`src/rtl/pio_rx_req_engine.sv`:
```
// Receive-side request engine for the PCIe PIO BAR: turns 1-DW memory TLPs into register-file accesses.
// Optional saturating dropped-TLP counter is built when PIO_RX_DISCARD_CNT_EN is defined.
module pio_rx_req_engine #(
  parameter int TCQ    = 1,
  parameter int REG_AW = 11
) (
  input  logic              clk,
  input  logic              rst_n,
  input  logic [63:0]       rx_tdata,
  input  logic [7:0]        rx_tkeep,
  input  logic              rx_tlast,
  input  logic              rx_tvalid,
  output logic              rx_tready,
  output logic [REG_AW-1:0] wr_addr,
  output logic [7:0]        wr_be,
  output logic [31:0]       wr_data,
  output logic              wr_en,
  input  logic              wr_busy,
  output logic [REG_AW-1:0] rd_addr,
  output logic [3:0]        rd_be,
  output logic              req_compl,
  input  logic              compl_done,
  output logic [2:0]        req_tc,
  output logic              req_td,
  output logic              req_ep,
  output logic [1:0]        req_attr,
  output logic [9:0]        req_len,
  output logic [15:0]       req_rid,
  output logic [7:0]        req_tag,
  output logic [6:0]        req_addr,
  output logic [15:0]       discard_cnt
);

  typedef enum logic [3:0] {
    IDLE     = 4'd0,
    MRD32    = 4'd1,
    MRD64    = 4'd2,
    MWR32    = 4'd3,
    MWR64_H  = 4'd4,
    MWR64_D  = 4'd5,
    WR_WAIT  = 4'd6,
    CPL_WAIT = 4'd7,
    DISCARD  = 4'd8
  } state_t;

  localparam logic [1:0] FMT_MRD32 = 2'b00;
  localparam logic [1:0] FMT_MRD64 = 2'b01;
  localparam logic [1:0] FMT_MWR32 = 2'b10;

  function automatic logic [31:0] byte_swap(input logic [31:0] dw);
    return {dw[7:0], dw[15:8], dw[23:16], dw[31:24]};
  endfunction

  state_t state_r;
  state_t state_nxt_s;

  logic              tready_s;
  logic              hdr_lat_s;
  logic              rd_lat_s;
  logic              wr_addr_lat_s;
  logic              wr_data_lat_s;
  logic              addr_hi_s;
  logic              data_hi_s;
  logic              wr_fire_s;
  logic              cpl_fire_s;
  logic              drop_s;
  logic              hdr_ok_s;
  logic [1:0]        hdr_fmt_s;
  logic [31:0]       dw_addr_s;
  logic [31:0]       dw_data_s;

  logic [REG_AW-1:0] wr_addr_r;
  logic [7:0]        wr_be_r;
  logic [31:0]       wr_data_r;
  logic              wr_en_r;
  logic [REG_AW-1:0] rd_addr_r;
  logic [3:0]        rd_be_r;
  logic              req_compl_r;
  logic [2:0]        req_tc_r;
  logic              req_td_r;
  logic              req_ep_r;
  logic [1:0]        req_attr_r;
  logic [9:0]        req_len_r;
  logic [15:0]       req_rid_r;
  logic [7:0]        req_tag_r;
  logic [6:0]        req_addr_r;

  // Only single-DW memory requests are serviced; anything else is drained.
  assign hdr_fmt_s = rx_tdata[30:29];
  assign hdr_ok_s  = (rx_tdata[28:24] == 5'b00000) && (rx_tdata[9:0] == 10'd1);
  assign dw_addr_s = addr_hi_s ? rx_tdata[63:32] : rx_tdata[31:0];
  assign dw_data_s = data_hi_s ? rx_tdata[63:32] : rx_tdata[31:0];

  assign rx_tready = rst_n & tready_s;

  // State register.
  always_ff @(posedge clk) begin
    if (!rst_n) begin
      state_r <= IDLE;
    end else begin
      state_r <= state_nxt_s;
    end
  end

  // Next-state decode and per-beat capture strobes.
  always_comb begin
    state_nxt_s   = state_r;
    tready_s      = 1'b1;
    hdr_lat_s     = 1'b0;
    rd_lat_s      = 1'b0;
    wr_addr_lat_s = 1'b0;
    wr_data_lat_s = 1'b0;
    addr_hi_s     = 1'b0;
    data_hi_s     = 1'b0;
    wr_fire_s     = 1'b0;
    cpl_fire_s    = 1'b0;
    drop_s        = 1'b0;
    case (state_r)
      IDLE: begin
        if (rx_tvalid) begin
          hdr_lat_s = 1'b1;
          if (rx_tlast) begin
            drop_s      = 1'b1;
            state_nxt_s = IDLE;
          end else if (hdr_ok_s) begin
            case (hdr_fmt_s)
              FMT_MRD32: state_nxt_s = MRD32;
              FMT_MRD64: state_nxt_s = MRD64;
              FMT_MWR32: state_nxt_s = MWR32;
              default:   state_nxt_s = MWR64_H;
            endcase
          end else begin
            drop_s      = 1'b1;
            state_nxt_s = DISCARD;
          end
        end else begin
          state_nxt_s = IDLE;
        end
      end
      MRD32, MRD64: begin
        addr_hi_s = (state_r == MRD64);
        if (rx_tvalid) begin
          rd_lat_s    = 1'b1;
          cpl_fire_s  = 1'b1;
          state_nxt_s = CPL_WAIT;
        end else begin
          state_nxt_s = state_r;
        end
      end
      MWR32: begin
        data_hi_s = 1'b1;
        if (rx_tvalid) begin
          wr_addr_lat_s = 1'b1;
          wr_data_lat_s = 1'b1;
          wr_fire_s     = 1'b1;
          state_nxt_s   = WR_WAIT;
        end else begin
          state_nxt_s = MWR32;
        end
      end
      MWR64_H: begin
        addr_hi_s = 1'b1;
        if (rx_tvalid && rx_tlast) begin
          drop_s      = 1'b1;
          state_nxt_s = IDLE;
        end else if (rx_tvalid) begin
          wr_addr_lat_s = 1'b1;
          state_nxt_s   = MWR64_D;
        end else begin
          state_nxt_s = MWR64_H;
        end
      end
      MWR64_D: begin
        if (rx_tvalid) begin
          wr_data_lat_s = 1'b1;
          wr_fire_s     = 1'b1;
          state_nxt_s   = WR_WAIT;
        end else begin
          state_nxt_s = MWR64_D;
        end
      end
      WR_WAIT: begin
        tready_s = 1'b0;
        // Strobe cycle always counts as busy, which spaces back-to-back writes.
        if (!wr_en_r && !wr_busy) begin
          state_nxt_s = IDLE;
        end else begin
          state_nxt_s = WR_WAIT;
        end
      end
      CPL_WAIT: begin
        tready_s = 1'b0;
        if (compl_done) begin
          state_nxt_s = IDLE;
        end else begin
          state_nxt_s = CPL_WAIT;
        end
      end
      DISCARD: begin
        if (rx_tvalid && rx_tlast) begin
          state_nxt_s = IDLE;
        end else begin
          state_nxt_s = DISCARD;
        end
      end
      default: begin
        state_nxt_s = IDLE;
      end
    endcase
  end

  // Request fields, register-file address/data and one-cycle strobes.
  always_ff @(posedge clk) begin
    if (!rst_n) begin
      wr_addr_r   <= '0;
      wr_be_r     <= 8'h00;
      wr_data_r   <= 32'h0000_0000;
      wr_en_r     <= 1'b0;
      rd_addr_r   <= '0;
      rd_be_r     <= 4'h0;
      req_compl_r <= 1'b0;
      req_tc_r    <= 3'd0;
      req_td_r    <= 1'b0;
      req_ep_r    <= 1'b0;
      req_attr_r  <= 2'd0;
      req_len_r   <= 10'd0;
      req_rid_r   <= 16'h0000;
      req_tag_r   <= 8'h00;
      req_addr_r  <= 7'd0;
    end else begin
      wr_en_r     <= wr_fire_s;
      req_compl_r <= cpl_fire_s;
      if (hdr_lat_s) begin
        req_tc_r   <= rx_tdata[22:20];
        req_td_r   <= rx_tdata[15];
        req_ep_r   <= rx_tdata[14];
        req_attr_r <= rx_tdata[13:12];
        req_len_r  <= rx_tdata[9:0];
        req_rid_r  <= rx_tdata[63:48];
        req_tag_r  <= rx_tdata[47:40];
        wr_be_r    <= rx_tdata[39:32];
      end
      if (rd_lat_s) begin
        rd_addr_r  <= dw_addr_s[REG_AW+1:2];
        rd_be_r    <= wr_be_r[3:0];
        req_addr_r <= dw_addr_s[6:0];
      end
      if (wr_addr_lat_s) begin
        wr_addr_r <= dw_addr_s[REG_AW+1:2];
      end
      if (wr_data_lat_s) begin
        wr_data_r <= byte_swap(dw_data_s);
      end
    end
  end

  assign wr_addr   = wr_addr_r;
  assign wr_be     = wr_be_r;
  assign wr_data   = wr_data_r;
  assign wr_en     = wr_en_r;
  assign rd_addr   = rd_addr_r;
  assign rd_be     = rd_be_r;
  assign req_compl = req_compl_r;
  assign req_tc    = req_tc_r;
  assign req_td    = req_td_r;
  assign req_ep    = req_ep_r;
  assign req_attr  = req_attr_r;
  assign req_len   = req_len_r;
  assign req_rid   = req_rid_r;
  assign req_tag   = req_tag_r;
  assign req_addr  = req_addr_r;

`ifdef PIO_RX_DISCARD_CNT_EN
  logic [15:0] discard_cnt_r;

  // Saturating count of TLPs dropped without a register access.
  always_ff @(posedge clk) begin
    if (!rst_n) begin
      discard_cnt_r <= 16'h0000;
    end else if (drop_s && (discard_cnt_r != 16'hFFFF)) begin
      discard_cnt_r <= discard_cnt_r + 16'h0001;
    end else begin
      discard_cnt_r <= discard_cnt_r;
    end
  end

  assign discard_cnt = discard_cnt_r;
`else
  logic unused_drop_s;
  assign unused_drop_s = drop_s;
  assign discard_cnt   = 16'h0000;
`endif

  // Keep, unused header bits and the simulation delay parameter have no logic behind them.
  logic unused_s;
  assign unused_s = ^{rx_tkeep, rx_tdata, (TCQ != 0)};

endmodule

```
`config.mk`:
```
export PLATFORM = sky130hd
export DESIGN_NAME = pio_rx_req_engine
export DESIGN_NICKNAME = d
export VERILOG_FILES = /design/src/rtl/pio_rx_req_engine.sv
export SDC_FILE = /design/constraint.sdc
export NUM_CORES = 1
export LEC_CHECK = 0
export BUFFER_PORTS_ARGS = -buffer_cell sky130_fd_sc_hd__buf_2
export CORE_ASPECT_RATIO = 1.2
export CORE_MARGIN = 5
export CORE_UTILIZATION = 36
export DETAILED_ROUTE_END_ITERATION = 6
export MAX_ROUTING_LAYER = met4
export SETUP_SLACK_MARGIN = 0.2
export SLEW_MARGIN = 20
export SYNTH_ARGS = -nofsm -noshare
export SYNTH_HDL_FRONTEND = slang
export SYNTH_SLANG_ARGS = --single-unit
```
`constraint.sdc`:
```
create_clock -name clk -period 1.9 [get_ports clk]
set_input_delay 0.095 -clock clk [delete_from_list [all_inputs] [get_ports clk]]
set_output_delay 0.095 -clock clk [all_outputs]
set_load 0.05 [all_outputs]
```
* Word level (Yosys, flattened, before mapping)
Cells that the tools add are included.
** Storage, ports and cells
- Register bits after elaboration :: 120
- Input bits :: 78
- Output and inout port bits :: 133
** Cells by class
- Equality and inequality tests :: 12
- Mux-type cells :: 24
- Bitwise operators :: 1
- Reduce and logical (&&, ||, !) cells :: 11
** Operators by type and width (number)
- 2-to-1 mux 32 bit :: 1
- one-hot mux 4 bit (8 select lines) :: 1
- 2-to-1 mux 4 bit :: 5
- == test 4 x 3 -> 1 bit (second input constant) :: 4
- 2-to-1 mux 13 bit :: 1
- 2-to-1 mux 3 bit :: 4
- == test 10 x 1 -> 1 bit (second input constant) :: 1
- one-hot mux 3 bit (3 select lines) :: 1
- == test 4 x 2 -> 1 bit (second input constant) :: 2
- 2-to-1 mux 1 bit :: 8
- OR reduction 2 bit :: 3
- zero test 5 bit :: 1
- == test 4 x 1 -> 1 bit (second input constant) :: 1
- == test 4 bit (second input constant) :: 1
- zero test 4 bit :: 1
- one-hot mux 1 bit (2 select lines) :: 2
- logical AND 1 bit :: 3
- == test 2 x 1 -> 1 bit (second input constant) :: 1
- == test 2 bit (second input constant) :: 1
- zero test 1 bit :: 2
- zero test 2 bit :: 1
- 2-to-1 mux 2 bit :: 1
- != test 2 bit (second input constant) :: 1
- bitwise AND 1 bit :: 1

* Longest topological paths before layout
Gate-level depths: netlist of the first run.
- Depth after elaboration :: 6
- Gate-level depth with buffers :: 8

* Worst setup path after synthesis of the first run
OpenSTA, ideal clock, no wires.
- Path kind :: register to output
- Start point :: register state_r[2]
- End point :: output port rx_tready
- Arrival time :: 1.732 ns
- Slack :: 0.073 ns
- Cell stages (with the launch flop) :: 4
- Path through :: dfxtp_1 buf_6 clkbuf_1 a21boi_0
** On the way
- Cells in the longest elaborated chain, start to end :: 4
- Elaborated cells between the ends (all ways) :: 5
- Classes of those cells :: 2 x eq/ne; 1 x mux; 1 x bitwise; 1 x reduce/logical
** Ends and longest elaborated chain
- from (decl) :: RTL line 54 : state_t state_r;
- from (signal assigned) :: RTL line 101 : state_r <= state_nxt_s;
- == test 4 x 3 -> 1 bit :: RTL line 118 : case (state_r)
- OR reduction 2 bit (no source line) *
- 2-to-1 mux 1 bit * :: RTL line 118
- bitwise AND 1 bit * :: RTL line 94 : assign rx_tready = rst_n & tready_s;
- to (decl) :: RTL line 13 : output logic rx_tready,
Every way passes the cells marked *; elsewhere a longest branch is shown, timed or not.

* Worst setup path after layout of the first run
- Start point :: register state_r[2]
- End point :: register rd_addr_r[1], in the netlist rd_addr[1]
** On the way
- Cells in the longest elaborated chain, start to end :: 4
- Elaborated cells between the ends (all ways) :: 7
- Classes of those cells :: 3 x eq/ne; 3 x mux; 1 x reduce/logical
** Ends and longest elaborated chain
- == test 4 x 2 -> 1 bit / == test 4 x 1 -> 1 bit (equally long branches) :: RTL line 118, 141
- OR reduction 2 bit :: RTL line 118
- one-hot mux 1 bit (2 select lines) :: RTL line 118
- 2-to-1 mux 13 bit :: RTL line 91 : assign dw_addr_s = addr_hi_s ? rx_tdata[63:32] : rx_tdata[31:0];
- to (signal assigned) :: RTL line 244 : rd_addr_r <= dw_addr_s[REG_AW+1:2];
- to (decl) :: RTL line 76 : logic [REG_AW-1:0] rd_addr_r;
Several ways; a longest one is shown, not always the timed one.
A chain may end at the register's enable or synchronous reset.

==> results.toml, run 1 <==
[floorplanning]
die_h_um = 142
start_util_pct = 36.3
ios = 211
coreArea_um2 = 14300
die_area_um2 = 16900
die_w_um = 120
placementRows = 48

[pwr]
comb_power_share_pct = 46.5
p_leak_nw = 4.04
p_total_mw = 12.1
p_sw_mw = 5.29
sequentialPowerShare_pct = 27.0
vdd_drop_max_mv = 0.884
pwr-share-clk_pct = 26.5
p_sw_share_pct = 43.8
power_density_nw_per_um2 = 1610
p_int_mw = 6.79

[drt]
drt_iter0_drc = 215
drt_first_pass_iters = 4
ant_nets = 0
vias = 4903
vias_per_cell = 5.00
drt-total-wl_um = 16500
detail_route.wl_per_cell_um = 16.8
route.detailed.drc = 0

[placement]
io_buffers = 186
dp_hpwl_um = 10800
dp_cells = 890
place_congestion = 0.837

[global_routing]
grt_usage_pct = 18.7
grt_pass1_vias = 4719
grt_pass1_wl_um = 24400
grt_overflow = 0
grt_max_degree = 50
antenna_found_initial = 0

[timing]
rsz0062_at_grt = "true"
fin_tns_setup_ns = 0
holdWs_ns = 0.0346
finalHoldViolCount = 0
finalClockSkew_ns = 0.00497
period_share_pct = 88.2
period_needed_ns = 1.68
slew_viol_final = 0
setup_viol = 0
max_freq_mhz = 597

[logic_synthesis]
synth_cell_types = 38
synth_top_area_share_pct = 44.3
synth.avg_cell_area_um2 = 9.16
yosys_warnings = 0
synth.most_common_cell = "nand2_1"
syn_inst = 567
yosys.area.top_type = "dfxtp_1"
ys_top_cells_by_area = "dfxtp_1 (44%), nand2_1 (11%), o211a_1 (11%)"
synth_seq_area_share_pct = 44.3
netlist_area_um2 = 5190
synth_enable_flop_cells = 0
ys_seq_elements = 115
synth_common_cells = "nand2_1 (158), dfxtp_1 (115), o211a_1 (57)"
async_reset_ff_share_pct = 0
synthFlopType = "dfxtp_1"

[run]
maxCapViolCount = 0

[critical_path]
cp.arrival_ns = 1.97
crit_slowest_cell = "dfxtp_2"
crit_fanout = 13
r2r-start = "state_r[2]"
worstRegToRegCells = 6
cp_cell_sequence = "xnor2_2 > or3_1 > buf_4 > mux2i_2 > nand2_1 > o211a_1"
rr_endpoint = "rd_addr[1]"
endpoint_kind = "flop"
reg2reg_slack_ns = 0.22
slowest_delay_ns = 0.36
crit_type = "flop to flop"
setup.worst_path.start_class = "flop"
required_ns = 2.20

[status]
status = "finished clean"

[layout]
areaGrowthSynthToFinish_pct = 44.5
antenna_cells = 0
drive_gt1_share_pct = 32.5
final_cells = 981
nNetsFinal = 874

[hold_path]
holdPathEnd = "wr_data[9]"
hp-class = "input port to flop"
hp-start = "rx_tdata[17]"
min_path_cells = 4

[clock_tree]
clockBufferDepth = 2
cts.sinks = 115
clock_latency_ns = 0.41
clock-root-buffer = "clkbuf_16"
cts.htree.levels = 4
cts_tree = "yes"
tritoncts.num_buffers = 17
clkTransAtPathRegs_ns = 0.05
[per-stage QoR]
| step | instance area [µm²] | utilization, % | setup slack (ns) |
|---|---|---|---|
| 2_1_floorplan | 5250 | - | 0.280 |
| 3_3_place_gp | 6220 | 43.5 | 0.206 |
| 3_5_place_dp | 6220 | 43.5 | 0.158 |
| 4_1_cts | 7310 | 51.2 | 0.175 |
| 5_1_grt | 7500 | 52.5 | 0.170 |
| 6_report | 7500 | 52.5 | 0.224 |
[repair_timing]
item / CTS / global route
buffers inserted: 0 / 7
cloned: 0 / 3
endpoints found under the hold margin: 49 / 0
pin swaps: 0 / 2
endpoints found under the setup margin: 14 / 92
hold buffers: 49 / 0
resized for setup: 4 / 18
[metal layers]
metal | wire [µm] | track usage [%] | part of all wire, %
met2 | 8190 | 31.4 | 50
met1 | 6840 | 21.2 | 42
met4 | 414 | 7.72 | 2.5
met3 | 1010 | 4.94 | 6.1
met5 | 0 | - | 0
[logic make-up after synthesis]
| family | synth area share [%] |
|---|---|
| DFF | 44.3 |
| adders and majority gates | 0.723 |
| other | 0.0722 |
| AOI/OAI and AO/OA | 21.1 |
| and+or+nand+nor | 15.9 |
| buffers and inverters | 8.51 |
| xor gates and xnor gates | 0.337 |
| muxes | 9.06 |
[registers in the layout, indices dropped and copies added, names as in the netlist]
name and cells:
state_r 4, wr_be 8, req_attr 2, wr_data 32, req_compl 1, req_addr 2
rd_addr 11, rd_be 4, req_rid 16, req_ep 1, req_tc 3, req_td 1
wr_addr 11, req_len 10, req_tag 8, wr_en 1
[layout by cell type (no fill, tap or decap), drive strengths merged, types with 3 or more instances in the layout]
cell type and n:
nor4 3, nand2 158, nand4 3, o211a 57, nor2 5, o211ai 3, o21ai 7, dfxtp 115
and2 4, nor4b 3, bufinv 3, mux2i 47, a21boi 50, a21oi 6, nor2b 7, buf 211
ha 3, clkbuf 25, nor3 4, inv 5, dlygate4sd3 49, conb 16, clkinv 6
[power by group through the flow]
stage / Clock, mW / Combinational (mW) / Sequential [mW]
2_1_floorplan: 0 / 2.39 / 4.82
3_3_place_gp: 0 / 5.13 / 3.25
3_5_place_dp: 0 / 5.19 / 3.28
4_1_cts: 3.27 / 5.28 / 3.24
5_1_grt: 3.40 / 5.96 / 3.32
6_report: 3.20 / 5.62 / 3.26
[how the worst max path moves through the flow]
stage               startpoint          to  depth (start not counted)
floorplan           state_r[0]  wr_data[0]                          8
global placement    state_r[1]  wr_data[4]                          7
detailed placement  state_r[1]  wr_data[8]                          7
CTS                 state_r[0]  wr_data[6]                          6
global route        state_r[2]  wr_addr[1]                          6
finish              state_r[2]  rd_addr[1]                          6
[critical path: cells and delay by family, from the launching register on]
kind | cells | cell delay, ns
buffers and inverters | 1 | 0.23
flip-flops | 1 | 0.36
AND/OR/NAND/NOR | 2 | 0.41
multiplexers | 1 | 0.29
AO/OA/AOI/OAI | 1 | 0.12
XOR/XNOR | 1 | 0.16
[final cells by class]
| type | instances | area (µm²) |
|---|---|---|
| well taps | 175 | 219 |
| fillers | 1328 | 6790 |
| flip-flops and latches | 115 | 2310 |
| clock buffers | 22 | 464 |
| repair buffers | 263 | 1790 |
| clock inverters | 10 | 131 |
| inverters | 5 | 18.8 |
| multi-input cells | 391 | 2570 |
Note: power is estimated with default switching activity, not from simulation.
==> run 2: changes to the inputs <==
--- a/config.mk
+++ b/config.mk
@@ -10,6 +10,7 @@
 export CORE_MARGIN = 5
 export CORE_UTILIZATION = 36
 export DETAILED_ROUTE_END_ITERATION = 6
+export GPL_TIMING_DRIVEN = 0
 export MAX_ROUTING_LAYER = met4
 export SETUP_SLACK_MARGIN = 0.2
 export SLEW_MARGIN = 20
==> constraint.sdc (replaced) <==
create_clock -name clk -period 1.9 [get_ports clk]
set_input_delay 0.38 -clock clk [delete_from_list [all_inputs] [get_ports clk]]
set_output_delay 0.38 -clock clk [all_outputs]
set_load 0.05 [all_outputs]
==> run 2 against run 1 <==
Sequential cell count unchanged. Critical path type unchanged. Worst hold slack improved by 0.19 ns. Combinational power rose by 9.8%. Largest power group unchanged. Register-to-register slack worse by 0.13 ns. Critical endpoint is now state_r[2]. Clock skew is 0.0025 ns higher.
==> results.toml, run 2 (same netlist as run 1, synthesis figures left out) <==
[status]
status = "finished clean"

[hold_path]
holdPathEnd = "req_tag[6]"
min_path_cells = 3
hp-start = "rx_tdata[46]"
hp-class = "input port to flop"

[placement]
dp_hpwl_um = 13400
place_congestion = 0.873
io_buffers = 184
placed_cell_area_um2 = 6390

[layout]
stdcell_area_um2 = 7350
regArea_um2 = 2300
areaGrowthSynthToFinish_pct = 41.6
layout_common_cells = "buf_2 (189), nand2_1 (157), dfxtp_1 (114)"
largest_reg_flops = 32
antenna_cells = 0
nNetsFinal = 876
fillCellCount = 1402
multi_input_area_um2 = 2640
drive_gt1_share_pct = 36.9
layout_commonest_cell = "buf_2"

[clock_tree]
tritoncts.num_buffers = 17
clockBufferDepth = 2
cts.sinks = 115
clkTransAtPathRegs_ns = 0.06
cts.htree.levels = 4
holdBufCountCts = 0
clock_latency_ns = 0.41
cts_tree = "yes"
clock-root-buffer = "clkbuf_16"

[drt]
vias = 4855
vias_per_cell = 4.94
ant_nets = 0
drt_first_pass_iters = 4
route.detailed.drc = 0
drt_iter0_drc = 223
detail_route.wl_per_cell_um = 17.8
drt-total-wl_um = 17500

[pwr]
p_leak_nw = 4.02
vdd_drop_max_mv = 0.938
power_density_nw_per_um2 = 1720

[floorplanning]
start_util_pct = 36.3
die_w_um = 120
placementRows = 48
die_area_um2 = 16900
coreArea_um2 = 14300
die_h_um = 142
ios = 211

[critical_path]
cp.arrival_ns = 2.07
endpoint_kind = "flop"
crit_fanout = 10
crit_type = "flop to flop"
reg2reg_slack_ns = 0.09
rr_endpoint = "state_r[2]"
required_ns = 2.17
setup.worst_path.start_class = "flop"
r2r-start = "state_r[0]"
worstRegToRegCells = 7

[timing]
period_share_pct = 95.2
finalHoldViolCount = 0
fin_tns_setup_ns = 0
slew_headroom_pct = 58.7
rsz0062_at_grt = "true"
worst_slew_pin_slew_ns = 0.620
slew_viol_final = 0
finalClockSkew_ns = 0.00751
period_needed_ns = 1.81
max_freq_mhz = 553
setup_viol = 0

[global_routing]
grt_pass1_wl_um = 26500
grt_max_degree = 17
grt_usage_pct = 20.8
antenna_found_initial = 0
grt_pass1_vias = 4907
grt_overflow = 0

[run]
maxCapViolCount = 0
run 2: changes by cell type in the layout (fill, tap and decap cells not counted), moves of 3 or more:
cell,change
mux2i_4,+5
mux2i_1,-5
clkbuf_2,+3
a21boi_1,+5
a21boi_0,-6
buf_8,+3
buf_2,+5
buf_4,+20
clkbuf_4,+4
buf_6,+7
clkbuf_1,+15
buf_12,-4
dlygate4sd3_1,-49
run 2: how the worst max path moves through the flow:
stage	from	to	cells after the start
global route	state_r[0]	state_r[2]	7
detailed placement	rx_tvalid	wr_data[25]	7
floorplan	rst_n	rx_tready	3
global placement	rx_tvalid	wr_data[25]	7
finish	state_r[0]	state_r[2]	7
CTS	state_r[2]	rx_tready	4
run 2: per-layer routing:
layer  GRT usage, %  share of wire, %  vias to the layer above
li1               -                 -                     2368
met1           24.2                43                     2287
met2           34.9                49                      169
met3           4.63               5.5                       31
met4           8.32               2.4                        0
met5              -                 0                        -
run 2: cell type report:
type,instances,area share [%]
multi-input cells,391,35.9
flip-flops and latches,115,31.3
repair buffers,194,13.9
plain buffers,71,7.45
clock buffers,23,6.50
well taps,175,2.98
clock inverters,9,1.74
inverters,5,0.255
run 2: worst max-delay path, cell delays in order (launching register included):
cell and delay [ns]:
dfxtp_1 0.29, buf_4 0.16, buf_2 0.18, nor2b_1 0.14
a21oi_1 0.14, a21oi_1 0.11, a2111oi_1 0.51, a21oi_1 0.12
run 2: where the power goes:
part           total, mW  internal, mW  switching [mW]
logic               6.17          2.10            4.07
registers           3.19          2.93           0.261
clock network       3.26          2.16            1.10
total               12.6          7.19            5.43
run 2: per-stage QoR:
step | std cells | hold slack (ns) | total power, mW | utilization [%] | setup slack (ns)
after floorplan | 582 | 0.525 | 7.21 | - | 0.196
after global placement | 941 | 0.450 | 8.47 | 44.7 | -0.120
after detailed placement | 941 | 0.456 | 8.56 | 44.7 | -0.151
after CTS | 977 | 0.211 | 12.2 | 50.3 | 0.160
after global routing | 983 | 0.229 | 13.2 | 51.4 | 0.0224
final | 983 | 0.226 | 12.6 | 51.4 | 0.0910
run 2: repair_timing:
| item | CTS | global route |
|---|---|---|
| buffers inserted | 4 | 5 |
| gates cloned | 0 | 1 |
| gates resized for setup | 45 | 41 |
| pin swaps | 2 | 7 |
| setup endpoints to repair | 79 | 99 |
==> run 3: changes to the inputs <==
--- a/config.mk
+++ b/config.mk
@@ -8,10 +8,11 @@
 export BUFFER_PORTS_ARGS = -buffer_cell sky130_fd_sc_hd__buf_2
 export CORE_ASPECT_RATIO = 1.2
 export CORE_MARGIN = 5
-export CORE_UTILIZATION = 36
+export CORE_UTILIZATION = 48
 export DETAILED_ROUTE_END_ITERATION = 6
 export GPL_TIMING_DRIVEN = 0
 export MAX_ROUTING_LAYER = met4
+export PLACE_DENSITY = 0.8
 export SETUP_SLACK_MARGIN = 0.2
 export SLEW_MARGIN = 20
 export SYNTH_ARGS = -nofsm -noshare
==> run 3 against run 2 <==
Critical path depth increased by 1. Non-clock buffer count rose by 4. Count of clock-buffer cells in the layout shrank 3. Cell area rose by 0.82%. Maximum frequency grew 1.7%.
==> results.toml, run 3 (same netlist as run 1, synthesis figures left out) <==
[drt]
detail_route.wl_per_cell_um = 18.4
vias_per_cell = 5.36
drt-total-wl_um = 17300
drt_iter0_drc = 189
route.detailed.drc = 0
vias = 5038
ant_nets = 0
drt_first_pass_iters = 4

[clock_tree]
cts.htree.levels = 4
clockBufferDepth = 2
cts_tree = "yes"
clock-root-buffer = "clkbuf_16"
cts.sinks = 115
clock_latency_ns = 0.40
clkTransAtPathRegs_ns = 0.05
holdBufCountCts = 0
tritoncts.num_buffers = 17

[timing]
slew_headroom_pct = 52.0
setup_slack_ns = 0.121
finalClockSkew_ns = 0.00528
max_freq_mhz = 562
finalHoldViolCount = 0
period_share_pct = 93.6
setup_viol = 0
period_needed_ns = 1.78
worst_slew_pin_slew_ns = 0.720
slew_viol_final = 0
rsz0062_at_grt = "true"

[pwr]
pwr-share-clk_pct = 23.3
p_leak_nw = 4.05
p_int_mw = 7.00
sequentialPowerShare_pct = 25.7
power_density_nw_per_um2 = 1680
vdd_drop_max_mv = 1.05
comb_power_share_pct = 51.0
p_sw_mw = 5.47
p_sw_share_pct = 43.9

[hold_path]
hp-class = "input port to flop"

[floorplanning]
start_util_pct = 49.1
die_w_um = 105
placementRows = 41
coreArea_um2 = 10600
die_area_um2 = 13000
die_h_um = 124
ios = 211

[placement]
dp_hpwl_um = 12900
io_buffers = 184
dp_slack_ns = -0.151
place_congestion = 0.879
placed_cell_area_um2 = 6330
dp_cells = 895

[layout]
largest_reg_flops = 32
layout_common_cells = "buf_2 (190), nand2_1 (156), dfxtp_1 (114)"
areaGrowthSynthToFinish_pct = 42.8
fillCellCount = 866
multi_input_area_um2 = 2700
regArea_um2 = 2300
layout_commonest_cell = "buf_2"
nNetsFinal = 880
stdcell_area_um2 = 7410
antenna_cells = 0
drive_gt1_share_pct = 38.1
final_cells = 940

[critical_path]
crit_type = "flop to flop"
cp_cell_sequence = "buf_6 > xnor2_4 > or3_4 > buf_8 > buf_12 > mux2i_4 > nand2_1 > o211a_1"
setup.worst_path.start_class = "flop"
slowest_delay_ns = 0.38
endpoint_kind = "flop"
required_ns = 2.19
cpLargestDelayFamily = "simple AND/OR/NAND/NOR gates"
crit_slowest_cell = "or3_4"
crit_buf_inv = 3
crit_fanout = 5
cp.arrival_ns = 2.07

[global_routing]
grt_overflow = 0
antenna_found_initial = 0
grt_pass1_wl_um = 26200
grt_pass1_vias = 5085
grt_max_degree = 17
grt_usage_pct = 26.2

[status]
status = "finished clean"

[run]
maxCapViolCount = 0
-- run 3: cell types whose count changed in the layout (fill, tap and decap cells not counted), sizes merged --
cell	change
bufinv	-2
clkinv	+1
buf	+2
clkinvlp	+3
clkbuf	-1
-- run 3: metal layers --
metal  part of all wire, %  GRT usage (%)  vias to the layer above
met5                     0              -                        -
met4                   2.9           11.7                        0
met3                   7.1           6.38                       42
met2                    50           44.7                      216
met1                    40           29.2                     2391
li1                      -              -                     2389
-- run 3: layout make-up --
type | count | area share, %
clock buffers | 20 | 6.16
plain buffers | 71 | 7.68
well taps | 129 | 2.18
inverters | 5 | 0.253
clock inverters | 11 | 1.18
repair buffers | 198 | 15.1
flip-flops and latches | 115 | 31.1
multi-input cells | 391 | 36.4
-- run 3: path summary, 6_finish.rpt --
kind / from / to / slack, ns / depth (start not counted)
worst max-delay path: state_r[2] / wr_addr[7] / 0.12 / 8
worst min-delay path: rx_tdata[54] / req_rid[6] / 0.24 / 3
worst max register to register: state_r[2] / wr_addr[7] / 0.12 / 8
worst min register to register: req_tag[0] / req_tag[0] / 0.46 / 2
-- run 3: power by group through the flow --
stage / clock network, mW / registers, mW / logic (mW)
after floorplan: 0 / 4.82 / 2.39
after global placement: 0 / 3.22 / 5.24
after detailed placement: 0 / 3.24 / 5.30
after CTS: 2.93 / 3.20 / 5.86
after global routing: 3.06 / 3.27 / 6.73
final: 2.90 / 3.21 / 6.37
-- run 3: worst reg2reg max path: stages (launching register included) --
cell	delay (ns)
dfxtp_1	0.31
buf_6	0.14
xnor2_4	0.14
or3_4	0.38
buf_8	0.15
buf_12	0.15
mux2i_4	0.20
nand2_1	0.07
o211a_1	0.12
-- run 3: through the flow --
step / hold slack [ns] / total power [mW] / util [%] / TNS [ns]
2_1_floorplan: 0.525 / 7.21 / - / 0
3_3_place_gp: 0.448 / 8.46 / 59.9 / -2.25
3_5_place_dp: 0.455 / 8.54 / 59.9 / -2.33
4_1_cts: 0.235 / 12.0 / 67.5 / 0
5_1_grt: 0.240 / 13.1 / 70.1 / 0
6_report: 0.242 / 12.5 / 70.1 / 0
-- run 3: repair_timing --
item,4_1_cts,5_1_grt
endpoints found under the hold margin,0,0
setup endpoints to repair,73,104
buffers inserted,5,6
gates resized for setup,56,45
pin swaps,3,12
gates cloned,0,3
